## src/rtl/branch_resolve_queue.sv

```systemverilog
// ============================================================================
// Module   : branch_resolve_queue
// Purpose  : In-order queue of predicted branches. It checks the head entry
//            at execute, then drives predictor training plus flush/redirect.
//            Optional macro BRANCH_STATS_EN builds the resolve and
//            mispredict counters.
// Revision : 1.0 - initial release
// ============================================================================
`default_nettype none

module branch_resolve_queue #(
    parameter int DEPTH      = 4,
    parameter int ADDR_WIDTH = 32
) (
    input  logic                      clk,
    input  logic                      reset,
    input  logic                      fetch_valid,
    input  logic [ADDR_WIDTH-1:0]     fetch_pc,
    input  logic                      fetch_pred,
    input  logic [ADDR_WIDTH-1:0]     fetch_target,
    output logic                      fetch_ready,
    input  logic                      ex_valid,
    input  logic                      ex_taken,
    input  logic [ADDR_WIDTH-1:0]     ex_target,
    input  logic                      ext_flush,
    output logic                      upd_valid,
    output logic                      upd_taken,
    output logic                      mispredict,
    output logic [ADDR_WIDTH-1:0]     redirect_pc,
    output logic [$clog2(DEPTH):0]    occupancy,
    output logic                      err_underflow,
    output logic [31:0]               stat_resolved,
    output logic [31:0]               stat_mispredict
);

    localparam int IW = $clog2(DEPTH);
    localparam int PW = IW + 1;

    logic [ADDR_WIDTH-1:0] r_pc   [DEPTH];
    logic [ADDR_WIDTH-1:0] r_tgt  [DEPTH];
    logic                  r_pred [DEPTH];

    logic [PW-1:0]         r_wptr;
    logic [PW-1:0]         r_rptr;
    logic                  r_upd_valid;
    logic                  r_upd_taken;
    logic                  r_mispredict;
    logic [ADDR_WIDTH-1:0] r_redirect_pc;
    logic                  r_err_underflow;

    logic [PW-1:0]         w_count;
    logic                  w_full;
    logic                  w_empty;
    logic                  w_push;
    logic                  w_resolve;
    logic                  w_mis;
    logic [ADDR_WIDTH-1:0] w_head_pc;
    logic [ADDR_WIDTH-1:0] w_head_tgt;
    logic                  w_head_pred;

    // The pointers carry one extra wrap bit, so their difference is the
    // entry count even when both sit on the same slot.
    assign w_count     = r_wptr - r_rptr;
    assign w_full      = (w_count == PW'(DEPTH));
    assign w_empty     = (w_count == '0);
    assign w_push      = fetch_valid && !w_full;
    assign w_resolve   = ex_valid && !w_empty && !ext_flush;

    assign w_head_pc   = r_pc[r_rptr[IW-1:0]];
    assign w_head_tgt  = r_tgt[r_rptr[IW-1:0]];
    assign w_head_pred = r_pred[r_rptr[IW-1:0]];

    assign w_mis = w_resolve &&
                   ((w_head_pred != ex_taken) ||
                    (w_head_pred && ex_taken && (w_head_tgt != ex_target)));

    // The payload needs no reset. A write that is discarded by a same-cycle
    // clear lands in a slot that is unreachable until it is rewritten.
    always_ff @(posedge clk) begin
        if (w_push) begin
            r_pc[r_wptr[IW-1:0]]   <= fetch_pc;
            r_tgt[r_wptr[IW-1:0]]  <= fetch_target;
            r_pred[r_wptr[IW-1:0]] <= fetch_pred;
        end
    end

    always_ff @(posedge clk) begin
        if (reset) begin
            r_wptr          <= '0;
            r_rptr          <= '0;
            r_upd_valid     <= 1'b0;
            r_upd_taken     <= 1'b0;
            r_mispredict    <= 1'b0;
            r_redirect_pc   <= '0;
            r_err_underflow <= 1'b0;
        end else begin
            r_upd_valid  <= w_resolve;
            r_upd_taken  <= w_resolve && ex_taken;
            r_mispredict <= w_mis;
            if (w_mis) begin
                r_redirect_pc <= ex_taken ? ex_target
                                          : (w_head_pc + ADDR_WIDTH'(4));
            end
            if (ex_valid && w_empty && !ext_flush) begin
                r_err_underflow <= 1'b1;
            end
            if (ext_flush || w_mis) begin
                r_wptr <= '0;
                r_rptr <= '0;
            end else begin
                if (w_push) begin
                    r_wptr <= r_wptr + PW'(1);
                end
                if (w_resolve) begin
                    r_rptr <= r_rptr + PW'(1);
                end
            end
        end
    end

`ifdef BRANCH_STATS_EN
    logic [31:0] r_stat_resolved;
    logic [31:0] r_stat_mispredict;

    always_ff @(posedge clk) begin
        if (reset) begin
            r_stat_resolved   <= '0;
            r_stat_mispredict <= '0;
        end else begin
            if (w_resolve && (r_stat_resolved != 32'hFFFF_FFFF)) begin
                r_stat_resolved <= r_stat_resolved + 32'd1;
            end
            if (w_mis && (r_stat_mispredict != 32'hFFFF_FFFF)) begin
                r_stat_mispredict <= r_stat_mispredict + 32'd1;
            end
        end
    end

    assign stat_resolved   = r_stat_resolved;
    assign stat_mispredict = r_stat_mispredict;
`else
    assign stat_resolved   = 32'd0;
    assign stat_mispredict = 32'd0;
`endif

    assign fetch_ready   = !w_full;
    assign occupancy     = w_count;
    assign upd_valid     = r_upd_valid;
    assign upd_taken     = r_upd_taken;
    assign mispredict    = r_mispredict;
    assign redirect_pc   = r_redirect_pc;
    assign err_underflow = r_err_underflow;

endmodule

`default_nettype wire

```

## config.mk

```make
export PLATFORM = sky130hd
export DESIGN_NAME = branch_resolve_queue
export DESIGN_NICKNAME = d
export VERILOG_FILES = /design/src/rtl/branch_resolve_queue.sv
export SDC_FILE = /design/constraint.sdc
export NUM_CORES = 1
export LEC_CHECK = 0
export BUFFER_PORTS_ARGS = -buffer_cell sky130_fd_sc_hd__clkbuf_2
export CORE_MARGIN = 2
export CORE_UTILIZATION = 35
export DETAILED_ROUTE_END_ITERATION = 10
export GPL_ROUTABILITY_DRIVEN = 0
export HOLD_SLACK_MARGIN = 0.03
export PLACE_DENSITY = 0.51
export SLEW_MARGIN = 20
export SYNTH_ARGS = -nofsm -noshare
export SYNTH_HDL_FRONTEND = slang
export SYNTH_SLANG_ARGS = --single-unit
```

## constraint.sdc

```tcl
create_clock -name clk -period 5.29 [get_ports clk]
set_input_delay 0.529 -clock clk [delete_from_list [all_inputs] [get_ports clk]]
set_output_delay 0.529 -clock clk [all_outputs]
set_load 0.01 [all_outputs]
```

Word level (Yosys, flattened, before mapping):

Memories as Yosys holds them, arrays and structs flattened. A register that Yosys moved wholly into a read port is not among the register bits.
Index checks and enable logic that the tools add are counted.

* add/sub/neg operators: 4
* eq/ne operators: 3
* multiplexer cells: 9
* reduce and logical (&&, ||, !) cells: 16

Operators by type and width (number)
* 32-bit by 3-bit adder with 32-bit output, second input constant: 1
* 32-bit 2-to-1 mux: 1
* 32-bit inequality test: 1
* 2-bit 2-to-1 mux: 6
* 1-bit logical AND: 9
* 3-bit by 1-bit adder with 3-bit output, second input constant: 2
* 3-bit == test, second input constant: 1
* 1-bit zero test: 3
* 3-bit zero test: 1
* 3-bit subtractor: 1
* 1-bit logical OR: 2
* 1-bit 2-to-1 mux: 2
* 2-bit OR reduction: 1
* 1-bit inequality test: 1

* flip-flop bits (word level): 42
* memory bits (writable): 260
* output and inout port bits: 104
* logic and storage cells: 42
* memories: 3

Memory list
* r_pc: depth 4, bits a word 32, rd ports 1, clocked after Yosys merged registers in 1, wr ports 1, RTL line 39 `logic [ADDR_WIDTH-1:0] r_pc [DEPTH];`
* r_tgt: depth 4, bits a word 32, rd ports 1, clocked after Yosys merged registers in 1, wr ports 1, RTL line 40 `logic [ADDR_WIDTH-1:0] r_tgt [DEPTH];`
* r_pred: depth 4, bits a word 1, rd ports 1, clocked after Yosys merged registers in 1, wr ports 1, RTL line 41 `logic r_pred [DEPTH];`

Longest topological paths before layout:

Gate-level depths: netlist (run 1).

* depth after elaboration: 9
* gate-level depth with buffers: 13
* mapped depth without buffers: 10

Least setup slack after synthesis (run 1):

OpenSTA, ideal clock, no wires.

* path kind: register to register
* start: register r_wptr[0]
* end: memory r_pc[3][0], enable pin
* library setup time: 0.432 ns
* data arrival time: 3.239 ns
* setup slack: 1.619 ns
* stages on the path, launching flop included: 8
* buffers on the path: 0
* cells stage by stage: dfxtp_1 -> inv_1 -> ha_1 -> fa_1 -> xnor2_1 -> xnor2_1 -> nand3_1 -> and3_1

* cells in the longest elaborated chain, start to end: 6

Ends and longest elaborated chain
* from (decl): RTL line 43 `logic [PW-1:0] r_wptr;`
* from (signal assigned): RTL line 112 `r_wptr <= r_wptr + PW'(1);`
* 3-bit subtractor: RTL line 63 `assign w_count = r_wptr - r_rptr;`
* via occupancy[2]: RTL line 30 `output logic [$clog2(DEPTH):0] occupancy,`
* 3-bit == test: RTL line 64 `assign w_full = (w_count == PW'(DEPTH));`
* 1-bit zero test
* via fetch_ready: RTL line 21 `output logic fetch_ready,`
* 1-bit logical AND: RTL line 66 `assign w_push = fetch_valid && !w_full;`
* 1-bit 2-to-1 mux: RTL line 80 `if (w_push) begin`
* 1-bit 2-to-1 mux (implied by the code): RTL line 81 `r_pc[r_wptr[IW-1:0]] <= fetch_pc;`
* to (decl): RTL line 39

The timed path passes the listed nets, and every way through them passes these cells.

==> metrics.txt, run 1 <==
Final Critical Period 3830 ps; critical path class reg2reg; adder-cell share of the synthesized area 0.00935; die height 196 microns; Antenna Violating Nets Remaining 0; Top FF cell, synth edfxtp_1; post-synthesis xor/xnor area fraction 0.0443; Num CTS Buffers 34; post-CTS sizing 0; VDD IR-drop max 263 uV; hpwl dp 21.1 mm; final wirelength 30.5 mm; CTS Buffer Depth 3; htree depth 2; gr usage total 0.160; Synth area leaders edfxtp_1 (61%), mux4_2 (11%), dfxtp_1 (6.9%), buf_4 (4.1%), xnor2_1 (4.0%); register area share after synthesis 0.676; status complete, no violations; clk slew on worst S/H paths 60 ps; main combinational cell family by area after synthesis multiplexers; post-place setup slack 1360 ps; Highest Clock Rate 261 MHz; Reg2Reg Depth 7; drc violations 0; first-pass GRT wire length 44.5 mm; number of flops mapped to enable cells by yosys 260; fin crit share 0.724; setup violators final 0; die area 38300 sq um; Die Wd 196 microns; Post-Syn Instances 763; Hold Violations, Final 0; setup tns final 0 ps; async set or reset register ratio after synthesis 0; IO Port Bufs 142; largest net degree at the start of global routing 58; Crit path arrival time 4230 ps; Cell variety after synth 49; Vias/cell 4.82; CP endpoint kind register; top-count cell post-synth edfxtp_1; Max-Cap Viols 0; CTS Root Cell clkbuf_16; clock sinks 304; worst hold path type in2reg; drt initial violations 445; worst setup margin 1460 ps; fill count 3329; Max Slew Vio Count 0; Via Count 6849; static leakage 5.18 nW; # rows 70; CTS tree yes; power density cells 356 nW/um^2; flop2flop setup slack 1460 ps; synth cell count leaders edfxtp_1 (260), buf_4 (70), mux4_2 (64); Final #Nets 1038; Multi-input gate area 3660 sq um; P&R area growth vs syn 16.9%; slew margin rel. 0.348; Post-Synth Simple-Gate Area 0.0544; drt wl/cell 21.4 microns; synthesized cell area 12800 sq um; share of the synthesized area in the top cell type 0.608; total power 5.34 mW; Pre-antenna DRT Iters 5; Final Skew 21.4 ps; Crit path required time 5680 ps; FF+latch area 8690 sq um; leading area contributor after synthesis edfxtp_1; grt ovf 0; Post-CTS Hold Buffers 0; area of the core 36300 sq um; Initial Utilization 0.353; Synthesis Warnings 0; worst slew pin tran 978 ps; number of I/O pins 207; share of layout cells above drive strength 1 0.304; Synth Area in Compound Gates 0.0256; # Post-CTS Setup Buffers 0; worst skew pair latency 510 ps; synthesized flop and latch total 304; RSZ-0062 raised after global routing false; crit start category register; initial antenna violation count 3; crit path max fanout 34; vias in the first global route 6672; Avg Cell Area, Syn 16.8 sq um; multiplexer area fraction after synthesis 0.131
[cell usage in the layout (no fill, tap or decap), types with 4 or more instances in the layout]
cell        synthesis  layout
ha_1                8       8
o211ai_1            4       4
clkinv_2            0       7
nand3_1            12      12
clkbuf_2            0     142
mux2i_1            24      24
mux4_2             64      64
inv_1              22      22
dfxtp_1            44      42
clkbuf_1           13       6
edfxtp_1          260     260
nand2b_1           11      11
a21oi_1             8       8
nand2_1            19      19
nand4_1            15      15
xor2_1              7       7
conb_1              1      64
and3_2              0       4
buf_4              70      15
o21ai_0            15      15
and3_1              8       4
clkbuf_16           0      36
clkinvlp_4          0       4
nor2b_1             8       8
xnor2_1            58      58
nor2_1             31      31
o32ai_1             5       5
nor3_1              8       8
and2_1              5       5
[metrics by stage]
| step | cell area (sq um) | util | instances | hold slack (ps) |
|---|---|---|---|---|
| 2_1_floorplan | 13100 | - | 826 | 476 |
| 3_3_place_gp | 13900 | 0.383 | 1358 | 458 |
| 3_5_place_dp | 13900 | 0.383 | 1358 | 475 |
| 4_1_cts | 15000 | 0.413 | 1419 | 216 |
| 5_1_grt | 15000 | 0.413 | 1420 | 232 |
| 6_report | 15000 | 0.413 | 1421 | 233 |
[how the worst min path moves through the flow]
stage | start | endpoint | depth (start not counted)
after floorplan | redirect_pc[19] | redirect_pc[19] | 2
after global placement | err_underflow | err_underflow | 2
after detailed placement | redirect_pc[17] | redirect_pc[17] | 2
after CTS | fetch_pc[26] | r_pc[0][26] | 1
after global routing | fetch_pc[24] | r_pc[3][24] | 1
final | fetch_pc[26] | r_pc[0][26] | 1
[cell type report]
cell class,instances,area share
timing repair buffer,160,0.0588
sequential,304,0.579
antenna,2,0.000333
clock inverter,18,0.0117
multi-input combinational,404,0.244
clock buffer,43,0.0624
inverter,22,0.00550
tap,468,0.0390
[worst max-delay path: stages, from the launching register on]
cell and delay (ps):
dfxtp_4 820, mux4_2 590, ha_1 310, or3_1 350, a2111oi_1 620, a31oi_4 160, or2_1 550, nor3_1 320
[flip-flops by register name, summed over array words and instances, names as in the netlist, named ones only]
register       count
err_underflow      1
r_tgt            128
r_rptr             3
r_pc             128
r_wptr             3
redirect_pc       32
mispredict         1
upd_valid          1
upd_taken          1
r_pred             4
[kinds of logic (layout without fill, tap and decap cells)]
group | count (synthesis) | in the layout
buf+inv | 118 | 243
xor+xnor | 65 | 65
simple gates | 130 | 130
compound gates | 48 | 48
mux | 88 | 88
flops | 304 | 304
fa+ha+maj | 9 | 9
other cells | 1 | 66
[power by group]
| group | total [mW] | switching [mW] | internal, mW |
|---|---|---|---|
| Combinational | 0.335 | 0.203 | 0.132 |
| Clock | 2.32 | 0.918 | 1.41 |
| Sequential | 2.68 | 0.0192 | 2.67 |
[layer usage]
| metal | track usage | routed length [microns] | share of wire | up-vias |
|---|---|---|---|---|
| met5 | 0 | 0 | 0 | - |
| met1 | 0.224 | 13800 | 0.45 | 3478 |
| met2 | 0.256 | 14400 | 0.47 | 208 |
| met4 | 0.0444 | 641 | 0.021 | 0 |
| li1 | - | - | - | 3124 |
| met3 | 0.0278 | 1620 | 0.053 | 39 |
No activity file was read; power rests on OpenSTA's default activity.
==> run 2: changes to the inputs <==
==> constraint.sdc (replaced) <==
create_clock -name clk -period 4 [get_ports clk]
set_input_delay 0.4 -clock clk [delete_from_list [all_inputs] [get_ports clk]]
set_output_delay 0.4 -clock clk [all_outputs]
set_load 0.01 [all_outputs]
==> metrics.txt, run 2 (same netlist as run 1, synthesis figures left out) <==
CTS tree yes; drt wl/cell 21.5 microns (+0.31%); Crit path arrival time 3700 ps (-530 ps); worst hold path type in2reg; gr usage total 0.160 (about the same); VDD IR-drop max 285 uV (+8.7%); fill count 3333 (+0.12%); Highest Clock Rate 304 MHz (+16%); Final Skew 24.0 ps (+2.60 ps); Max Slew Vio Count 0 (unchanged); grt ovf 0 (unchanged); number of I/O pins 207 (unchanged); Vias/cell 4.76 (-1.3%); Num CTS Buffers 34 (unchanged); Pre-antenna DRT Iters 4 (-1); Via Count 6766 (-1.2%); CP max-delay cell dfxtp_4; initial antenna violation count 0 (-3); die area 38300 sq um (unchanged); share of layout cells above drive strength 1 0.306 (+0.00219); Die Wd 196 microns (unchanged); crit path max fanout 20 (-41%); Final #Nets 1040 (+0.19%); Hold Violations, Final 0 (unchanged); worst path cell trace buf_4, mux4_2, xnor2_1, nand4_1, nor2_1, a31oi_4, or2_1, buf_12, nor3_1; drc violations 0 (unchanged); critical path class reg2reg; worst slew pin tran 757 ps (-222 ps); CP endpoint kind register; # rows 70 (unchanged); Max stage delay on crit path 600 ps (-220 ps); final wirelength 30.6 mm (+0.38%); CTS Root Cell clkbuf_16; die height 196 microns (unchanged); WP buf/inv 2 (+2); power density cells 462 nW/um^2 (+30%); most common cell after layout, fill and taps aside edfxtp_1; largest net degree at the start of global routing 66 (+14%); RSZ-0062 raised after global routing false; hpwl dp 21.2 mm (+0.33%); htree depth 2 (unchanged); hold slack 99.3 ps (-133 ps); post-CTS sizing 0 (unchanged); setup tns final 0 ps (unchanged); Initial Utilization 0.353 (unchanged); clk slew on worst S/H paths 60 ps (about the same); Antenna Violating Nets Remaining 0 (unchanged); most frequent cells in the layout edfxtp_1 (260), clkbuf_2 (142), mux4_2 (64), conb_1 (64), xnor2_1 (58); first-pass GRT wire length 44.7 mm (+0.51%); fin crit share 0.823 (+0.0987); Crit path required time 4400 ps (-1280 ps); setup violators final 0 (unchanged); clock sinks 304 (unchanged); Ant. Diodes 0 (-2); static leakage 5.21 nW (+0.55%); IO Port Bufs 142 (unchanged); Max-Cap Viols 0 (unchanged); Final Critical Period 3290 ps (-539 ps); slew margin rel. 0.496 (+0.148); placed cells 1360 (+0.15%); crit start category register; Post-CTS Hold Buffers 0 (unchanged); P&R area growth vs syn 17.3%; # Post-CTS Setup Buffers 0 (unchanged); area of the core 36300 sq um (unchanged); vias in the first global route 6779 (+1.6%); drt initial violations 382 (-14%); status complete, no violations; Top delay family on crit path simple AND/OR/NAND/NOR gates; worst skew pair latency 520 ps (about the same); CTS Buffer Depth 3 (unchanged); final std cells w/o fill 1422 (+0.070%)
==> run 2: changes by cell type in the layout (fill, tap and decap cells not counted), sizes merged <==
cell	previous run	this run
clkbuf	185	188
clkinv	10	13
buf	18	20
bufinv	3	1
clkinvlp	4	2
diode	2	0
inv	23	22
==> run 2: worst reg2reg max path, stage by stage (launching register included) <==
cell and delay (ps):
dfxtp_4 600, buf_4 450, mux4_2 590, xnor2_1 220, nand4_1 120, nor2_1 380
a31oi_4 160, or2_1 280, buf_12 170, nor3_1 210
==> run 2: layer usage <==
| metal | wire length, microns | global-route usage | up-vias |
|---|---|---|---|
| li1 | - | - | 3128 |
| met1 | 13700 | 0.218 | 3386 |
| met2 | 14800 | 0.265 | 210 |
| met3 | 1490 | 0.0269 | 42 |
| met4 | 557 | 0.0430 | 0 |
| met5 | 0 | 0 | - |
==> run 2: final timing paths <==
kind,from,end,slack [ps],cells past startpoint
worst min-delay path,fetch_pc[30],r_pc[1][30],100,1
worst max register to register,register,register,710,9
worst min register to register,redirect_pc[26],redirect_pc[26],480,2
worst max-delay path,register,register,710,9
==> run 2: cell type report <==
type,instances,area [sq um],area share
multi-input combinational,404,3660,0.243
clock buffer,46,947,0.0628
clock inverter,16,131,0.00872
inverter,22,82.6,0.00548
timing repair buffer,162,973,0.0646
sequential,304,8690,0.577
tap,468,586,0.0388
==> run 2: power by group <==
part           switching (mW)  total, mW  internal (mW)
Sequential             0.0233       3.55           3.52
Combinational           0.272      0.453          0.181
Clock                    1.23       2.97           1.74
Total                    1.52       6.97           5.45
==> run 2: metrics by stage <==
step	worst slack, ps	total power [mW]	utilization	cell area (sq um)
floorplan	329	3.92	-	13100
global placement	656	4.07	0.385	14000
detailed placement	596	4.08	0.385	14000
CTS	609	7.06	0.415	15100
global route	396	7.22	0.415	15100
finish	708	6.97	0.415	15100
